`src/rtl/riscv_mem_pkg.sv`:
```
// Shared definitions for the byte-serial memory port: controller states, access
// length codes and port ownership.
package riscv_mem_pkg;

    typedef enum logic [1:0] {
        IDLE = 2'd0,
        XFER = 2'd1,
        DONE = 2'd2
    } state_t;

    typedef enum logic {
        OWN_IF  = 1'b0,
        OWN_MEM = 1'b1
    } owner_t;

    localparam logic [1:0] LEN_BYTE = 2'b00;
    localparam logic [1:0] LEN_HALF = 2'b01;
    localparam logic [1:0] LEN_WORD = 2'b10;

    // Number of byte transfers for a length code; 11 is treated as a word.
    function automatic logic [2:0] len_bytes(input logic [1:0] len);
        case (len)
            LEN_BYTE: return 3'd1;
            LEN_HALF: return 3'd2;
            default:  return 3'd4;
        endcase
    endfunction

endpackage

```
`src/rtl/mem_ctrl.sv`:
```
// Arbitrates a single byte-wide RAM port between instruction fetch and the MEM
// stage, serialising 8/16/32-bit accesses into little-endian byte transfers.
module mem_ctrl
    import riscv_mem_pkg::*;
#(
    parameter int ADDR_W = 17
) (
    input  logic              clk,
    input  logic              rst,
    input  logic              if_req_i,
    input  logic [31:0]       if_addr_i,
    input  logic              jump_i,
    output logic [31:0]       if_inst_o,
    output logic              if_done_o,
    output logic              if_busy_o,
    input  logic              mem_req_i,
    input  logic              mem_we_i,
    input  logic [1:0]        mem_len_i,
    input  logic [31:0]       mem_addr_i,
    input  logic [31:0]       mem_wdata_i,
    output logic [31:0]       mem_rdata_o,
    output logic              mem_done_o,
    output logic              mem_busy_o,
    output logic [ADDR_W-1:0] ram_addr_o,
    output logic [7:0]        ram_dout_o,
    output logic              ram_wr_o,
    input  logic [7:0]        ram_din_i
);

    state_t            state;
    owner_t            owner;
    logic              we;
    logic [2:0]        k;
    logic [2:0]        n;
    logic [ADDR_W-1:0] base_addr;
    logic [31:0]       wdata;
    logic [31:0]       asm_buf;
    logic [31:0]       asm_next;

    logic              accept;
    logic              new_we;
    logic [ADDR_W-1:0] new_addr;
    logic [2:0]        k_p1;
    logic [1:0]        cap_idx;
    logic              unused_addr_hi;

    function automatic logic [7:0] byte_sel(input logic [31:0] word, input logic [1:0] idx);
        return word[8*idx +: 8];
    endfunction

    // MEM has priority; only the low ADDR_W address bits reach the RAM.
    assign accept   = (state == IDLE) && (if_req_i || mem_req_i);
    assign new_we   = mem_req_i & mem_we_i;
    assign new_addr = mem_req_i ? mem_addr_i[ADDR_W-1:0] : if_addr_i[ADDR_W-1:0];
    assign k_p1     = k + 3'd1;

    // RAM data arriving now belongs to the address issued one cycle earlier.
    assign cap_idx  = k[1:0] - 2'd1;

    always_comb begin
        asm_next = asm_buf;
        asm_next[8*cap_idx +: 8] = ram_din_i;
    end

    assign mem_busy_o     = mem_req_i & ~mem_done_o;
    assign unused_addr_hi = ^{if_addr_i[31:ADDR_W], mem_addr_i[31:ADDR_W]};

    always_ff @(posedge clk) begin
        if (rst) begin
            state       <= IDLE;
            owner       <= OWN_IF;
            we          <= 1'b0;
            k           <= 3'd0;
            n           <= 3'd0;
            ram_addr_o  <= '0;
            ram_dout_o  <= 8'h00;
            ram_wr_o    <= 1'b0;
            if_inst_o   <= 32'h0;
            if_done_o   <= 1'b0;
            if_busy_o   <= 1'b1;
            mem_rdata_o <= 32'h0;
            mem_done_o  <= 1'b0;
        end else begin
            case (state)
                IDLE: begin
                    if (accept) begin
                        state      <= XFER;
                        owner      <= mem_req_i ? OWN_MEM : OWN_IF;
                        we         <= new_we;
                        n          <= mem_req_i ? len_bytes(mem_len_i) : 3'd4;
                        k          <= 3'd0;
                        ram_addr_o <= new_addr;
                        ram_wr_o   <= new_we;
                        if (new_we) begin
                            ram_dout_o <= mem_wdata_i[7:0];
                        end
                    end
                end
                XFER: begin
                    if (owner == OWN_IF && jump_i) begin
                        state    <= IDLE;
                        ram_wr_o <= 1'b0;
                    end else if (we) begin
                        if (k_p1 < n) begin
                            ram_addr_o <= base_addr + ADDR_W'(k_p1);
                            ram_dout_o <= byte_sel(wdata, k_p1[1:0]);
                            ram_wr_o   <= 1'b1;
                            k          <= k_p1;
                        end else begin
                            ram_wr_o   <= 1'b0;
                            state      <= DONE;
                            mem_done_o <= 1'b1;
                        end
                    end else begin
                        // Reads run one cycle past the last address to collect its byte.
                        if (k_p1 < n) begin
                            ram_addr_o <= base_addr + ADDR_W'(k_p1);
                        end
                        if (k == n) begin
                            state <= DONE;
                            if (owner == OWN_MEM) begin
                                mem_done_o  <= 1'b1;
                                mem_rdata_o <= asm_next;
                            end else begin
                                if_done_o <= 1'b1;
                                if_busy_o <= 1'b0;
                                if_inst_o <= asm_next;
                            end
                        end
                        k <= k_p1;
                    end
                end
                DONE: begin
                    state      <= IDLE;
                    if_done_o  <= 1'b0;
                    mem_done_o <= 1'b0;
                    if_busy_o  <= 1'b1;
                end
                default: begin
                    state <= IDLE;
                end
            endcase
        end
    end

    // Datapath registers: loaded on acceptance, no reset needed.
    always_ff @(posedge clk) begin
        if (accept) begin
            base_addr <= new_addr;
            wdata     <= mem_wdata_i;
            asm_buf   <= 32'h0;
        end else if (state == XFER && k != 3'd0) begin
            asm_buf <= asm_next;
        end
    end

endmodule

```
`config.mk`:
```
export PLATFORM = sky130hd
export DESIGN_NAME = mem_ctrl
export DESIGN_NICKNAME = d
export VERILOG_FILES = /design/src/rtl/riscv_mem_pkg.sv /design/src/rtl/mem_ctrl.sv
export SDC_FILE = /design/constraint.sdc
export NUM_CORES = 1
export LEC_CHECK = 0
export CAP_MARGIN = 5
export CORE_UTILIZATION = 50
export CTS_BUF_LIST = sky130_fd_sc_hd__clkbuf_8
export CTS_CLUSTER_DIAMETER = 60
export DETAILED_ROUTE_END_ITERATION = 6
export PLACE_DENSITY = 0.82
export SLEW_MARGIN = 30
export SYNTH_ARGS = -nofsm -noshare
export SYNTH_HDL_FRONTEND = slang
export SYNTH_SLANG_ARGS = --single-unit
```
`constraint.sdc`:
```
create_clock -name clk -period 3.7 [get_ports clk]
set_clock_uncertainty 0.05 [all_clocks]
set_input_delay 0.37 -clock clk [delete_from_list [all_inputs] [get_ports clk]]
set_output_delay 0.37 -clock clk [all_outputs]
set_load 0.02 [all_outputs]
```
# --- Yosys cells after proc, flatten, opt, wreduce, memory -nomap -nowiden ---
# Cells that the tools add are included.
# W data, S select, Z words.
totals:
  ff_bits: 184
  in_bits: 112
  out_inout_bits: 94
  wordCells: 115
classes:
  addsub: 4
  magnitude_cmp: 1
  eq_ne: 19
  shifts: 3
  mux: 47
  n_bitwise: 6
  n_reduce_logical: 19
op_table:
  columns: ["op", "count"]
  rows:
  - ["$mux W17", 4]
  - ["$mux W8", 5]
  - ["$neg A5 Y34", 1]
  - ["$pmux W17 S2", 1]
  - ["$shift A8 B34 Y32 const A", 1]
  - ["$shiftx A8 B34 Y32", 1]
  - ["$bwmux W32", 1]
  - ["$shiftx A32 B6 Y8", 1]
  - ["$reduce_and A5 Y1", 4]
  - ["$mux W1", 18]
  - ["$add A17 B3 Y17", 1]
  - ["$ne A2 B2 Y1 const B", 8]
  - ["$pmux W8 S2", 1]
  - ["$mux W3", 5]
  - ["$ne A3 B3 Y1 const B", 5]
  - ["$pmux W3 S2", 2]
  - ["$mux W2", 5]
  - ["$ne A4 B4 Y1 const B", 2]
  - ["$pmux W1 S2", 4]
  - ["$reduce_and A4 Y1", 2]
  - ["$reduce_and A3 Y1", 2]
  - ["$reduce_and A6 Y1", 1]
  - ["$eq A2 B1 Y1 const B", 2]
  - ["$logic_not A2 Y1", 2]
  - ["13 further kinds", 20]

# --- Logic depth before layout (Yosys ltp) ---
depth:
  depth_word: 6
  ltp_mapped: 11
  ltp_nobuf: 9

# --- Worst setup path before layout ---
# No wires, ideal clock.
synth_path:
  path_type: "register -> register"
  startpoint: "register k[0]"
  endpoint: "register ram_addr_o[14]"
  setup_ps: 74
  t_arrival_ps: 3075
  required_ps: 3576
  slack_ps: 500
  path_stages_with_launch: 12
  path_buffers: 2
  period_less_slack_ps: 3200
  cell_sequence: "dfxtp_1 -> buf_2 -> buf_2 -> inv_1 -> ha_1 -> inv_1 -> fa_1 -> nor2b_1 -> o21ai_0 -> or4_1 -> a31o_2 -> o21ai_0"
synth_between:
  elab_chain_len: 5
  elab_cells_between_ends: 8
  classes_between: "add/sub (2); order compare (1); eq/ne (1); mux (3); reduce/logical (1)"
synth_lines:
  columns: ["item", "line_no", "source"]
  rows:
  - ["start, declared", "mem_ctrl.sv:33", "logic [2:0] k;"]
  - ["start signal, assigned", "mem_ctrl.sv:108", "k <= k_p1;"]
  - ["start signal, assigned", "mem_ctrl.sv:130", "k <= k_p1;"]
  - ["$add A3 B1 Y3 (*)", "mem_ctrl.sv:55", "assign k_p1 = k + 3'd1;"]
  - ["$add A17 B3 Y17", "mem_ctrl.sv:105, mem_ctrl.sv:117", null]
  - ["$mux W17", "mem_ctrl.sv:104, mem_ctrl.sv:116", null]
  - ["$mux W17", "mem_ctrl.sv:100", "if (owner == OWN_IF && jump_i) begin"]
  - ["$pmux W17 S2", "mem_ctrl.sv:84", "case (state)"]
  - ["end signal, assigned", "mem_ctrl.sv:92", "ram_addr_o <= new_addr;"]
  - ["end signal, assigned", "mem_ctrl.sv:105", "ram_addr_o <= base_addr + ADDR_W'(k_p1);"]
  - ["end signal, assigned", "mem_ctrl.sv:117", "ram_addr_o <= base_addr + ADDR_W'(k_p1);"]
  - ["end, declared", "mem_ctrl.sv:24", "output logic [ADDR_W-1:0] ram_addr_o,"]
# Every way passes the cells marked *; elsewhere a longest branch is shown, timed or not. The select of a mux whose other input is x is not followed.
# A chain may end at the register's enable or synchronous reset.

# --- Final worst setup path ---
layout_path:
  startpoint: "register k[1]"
  endpoint: "register ram_addr_o[14]"
# The elaborated chain is that of the path after synthesis.

==> results.sh <==
export IMPL_clkSinkCount=184
export IMPL_wl_per_cell_um=16.2
export IMPL_ys_ff_latch=184
export IMPL_postLayoutCoreUtil=0.664
export IMPL_cp_cell_sequence="inv_1 > ha_1 > inv_1 > fa_1 > nor2b_1 > o21ai_0 > or4_1 > a31o_2 > o21ai_0"
export IMPL_period_share=0.849
export IMPL_start_kind="register"
export IMPL_hpwl_um=12700
export IMPL_crit_type="reg2reg"
export IMPL_drive_gt1_frac=0.103
export IMPL_worstPathArrival_ns=3.49
export IMPL_seq_area_frac_synth=0.531
export IMPL_slew_violations=0
export IMPL_grt_overflow=0
export IMPL_h_tree_depth=4
export IMPL_power_leakage_nw=3.51
export IMPL_fmax_mhz=318
export IMPL_routed_wl_um=18600
export IMPL_grt_first_pass_wirelength_um=29900
export IMPL_worst_skew_pair_late_latency_ns=0.47
export IMPL_final_cells=1150
export IMPL_cts_made_buffers=17
export IMPL_crit_fanout=6
export IMPL_gr_usage_met1=0.307
export IMPL_cts_tree="done"
export IMPL_irDropWorstVdd_v=0.000288
export IMPL_via_per_inst=5.46
export IMPL_antenna_found_initial=0
export IMPL_fp_dieH_um=127
export IMPL_synthCells=768
export IMPL_die_area_mm2=0.0162
export IMPL_clk_pin_slew_ns=0.09
export IMPL_worst_path_max_delay_cell="or4_1"
export IMPL_p_per_area_mw_per_mm2=455
export IMPL_synthToLayoutAreaGrowth_pct=29.0
export IMPL_portBuffers=175
export IMPL_rsz0062_at_grt="false"
export IMPL_grtUsageMet3=0.0456
export IMPL_synth_fp_nets=893
export IMPL_die_x_um=127
export IMPL_cts_hold_buf=0
export IMPL_maxCapViolCount=0
export IMPL_ant_nets=0
export IMPL_worstPathRequired_ns=4.05
export IMPL_crit_path_end_kind="register"
export IMPL_hp_class="in2reg"
export IMPL_busiest_layer="met2"
export IMPL_start_util=0.515
export IMPL_place_congestion=0.845
export IMPL_dp_cells=1118
export IMPL_drc=0
export IMPL_cts_buffer_depth=2
export IMPL_worst_slew_pin_slew_ns=0.764
export IMPL_postCtsSetupBuffers=0
export IMPL_dpl_worst_slack_ns=0.631
export IMPL_max_slew_margin=0.490
export IMPL_grt_pass1_vias=5935
export IMPL_drtIter0Drc=428
export IMPL_dr_pass1_iters=5
export IMPL_rows=45
export IMPL_cp_slowest_stage_delay_ns=0.47
export IMPL_min_period_ns=3.14
export IMPL_ys_flop_type="dfxtp_1"
export IMPL_coreArea_mm2=0.0153
export IMPL_synth_yosys_warnings=0
export IMPL_setup_ws_ns=0.559
export IMPL_async_flop_share=0
export IMPL_grt_max_degree=67
export IMPL_use_met2=0.393
export IMPL_vias=6284
export IMPL_syn_avg_cell_area_um2=10.2
export IMPL_cts_root_buf="clkbuf_8"
export IMPL_finalHoldViolCount=0
export IMPL_synth_edf_count=49
export IMPL_hold_slack_ns=0.298
export IMPL_status="complete, no violations"
export IMPL_setup_viol=0
export IMPL_netlist_area_mm2=0.00786
export IMPL_cts_resized=0
export IMPL_grt_total_usage=0.237
export IMPL_setup_tns_ns=0
export IMPL_synth_cell_types=61
export IMPL_ios=206
export IMPL_nets=1051
export IMPL_antenna_cells=0
metrics by stage:
stage | instance area (um2) | power, mW
after floorplan | 7860 | 2.96
after global placement | 9760 | 3.33
after detailed placement | 9760 | 3.36
after CTS | 10100 | 4.64
after global routing | 10100 | 4.82
final | 10100 | 4.61
final timing paths:
check / depth (start not counted) / startpoint / to / slack [ns]
worst max-delay path: 9 / k[1] / ram_addr_o[14] / 0.56
worst min-delay path: 2 / rst / n[1] / 0.30
worst max register to register: 9 / k[1] / ram_addr_o[14] / 0.56
worst min register to register: 2 / ram_addr_o[1] / ram_addr_o[1] / 0.41
flip-flops by register name (all words and copies together), names as in the netlist, 3 cells and up:
name and count:
k 3, ram_dout_o 8, n 3, if_inst_o 32
wdata 32, asm_buf 32, mem_rdata_o 32, base_addr 17
ram_addr_o 17
Yosys cell counts, types with 2 or more instances:
| library cell | instances | area share |
|---|---|---|
| nor2b_1 | 46 | 0.037 |
| dfxtp_1 | 135 | 0.34 |
| a311oi_1 | 3 | 0.0033 |
| xnor2_1 | 5 | 0.0056 |
| nor2_1 | 116 | 0.055 |
| a211oi_1 | 90 | 0.086 |
| clkbuf_1 | 26 | 0.012 |
| nor4_1 | 2 | 0.0016 |
| o22ai_1 | 2 | 0.0016 |
| o31ai_1 | 2 | 0.0019 |
| a21oi_1 | 57 | 0.036 |
| nor3_1 | 10 | 0.0064 |
| a211o_1 | 2 | 0.0022 |
| edfxtp_1 | 49 | 0.19 |
| and3_1 | 2 | 0.0016 |
| a221oi_1 | 4 | 0.0045 |
| a31o_2 | 3 | 0.0033 |
| and2_1 | 3 | 0.0024 |
| xor2_1 | 6 | 0.0067 |
| a32o_1 | 2 | 0.0025 |
| o21ai_0 | 11 | 0.0070 |
| mux2_2 | 25 | 0.036 |
| a211oi_2 | 8 | 0.013 |
| buf_4 | 3 | 0.0029 |
| mux4_2 | 8 | 0.023 |
| o21a_1 | 2 | 0.0019 |
| a21o_1 | 5 | 0.0048 |
| nand2_1 | 45 | 0.021 |
| o211ai_1 | 4 | 0.0038 |
| buf_2 | 12 | 0.0076 |
| buf_1 | 6 | 0.0029 |
| a32oi_1 | 2 | 0.0022 |
| nand4_1 | 2 | 0.0016 |
| ha_1 | 12 | 0.019 |
| or3_1 | 4 | 0.0032 |
| inv_1 | 16 | 0.0076 |
| nor3b_1 | 2 | 0.0019 |
| nand3_1 | 11 | 0.0070 |
| nand2b_1 | 3 | 0.0024 |
critical path: cells and delay by family (launching register included):
kind	cells	cell delay, ns
compound gates	3	0.68
buf+inv	2	0.26
fa+ha+maj	2	0.84
flops	1	0.44
simple gates	2	0.80
power breakdown:
group | switching (mW) | internal [mW] | total (mW)
clock | 0.707 | 0.591 | 1.30
combinational | 0.543 | 0.435 | 0.978
sequential | 0.0867 | 2.25 | 2.33
total | 1.34 | 3.27 | 4.61
routing by layer:
metal | vias up | part of all wire
met1 | 2976 | 0.46
met5 | - | 0
li1 | 3103 | -
met4 | 0 | 0.019
met2 | 176 | 0.47
met3 | 29 | 0.051
area by class of cell:
cell class	instances	area, um2
multi-input combinational	520	3430
timing repair buffer	187	1840
clock inverter	15	138
tap	211	264
inverter	16	60.1
clock buffer	17	234
fill	1234	5120
sequential	184	4170
placed cells by master, fill, tap and decap left out, types with 4 or more instances in the layout:
cell type / n
nand2_1: 45
a21o_1: 5
buf_4: 13
a221oi_1: 4
xnor2_1: 5
edfxtp_1: 49
dfxtp_1: 135
nor3_1: 8
a211oi_1: 90
ha_1: 12
or3_1: 4
xor2_1: 6
inv_1: 18
mux2_2: 25
nor2b_1: 45
o211ai_1: 4
a21oi_1: 57
nor2_1: 116
o21ai_0: 11
clkbuf_8: 17
clkdlybuf4s50_1: 174
a211oi_2: 8
mux4_2: 8
nand3_1: 11
logic make-up (layout without fill, tap and decap cells):
group | count (synthesis) | in the layout | synth area share
AND/OR/NAND/NOR | 255 | 255 | 0.155
multiplexers | 34 | 34 | 0.0600
XOR/XNOR | 11 | 11 | 0.0123
flip-flops | 184 | 184 | 0.531
buffers and inverters | 64 | 235 | 0.0349
adder cells (fa/ha/maj) | 13 | 13 | 0.0217
AO/OA/AOI/OAI | 207 | 207 | 0.185
No activity file was read; power rests on OpenSTA's default activity.
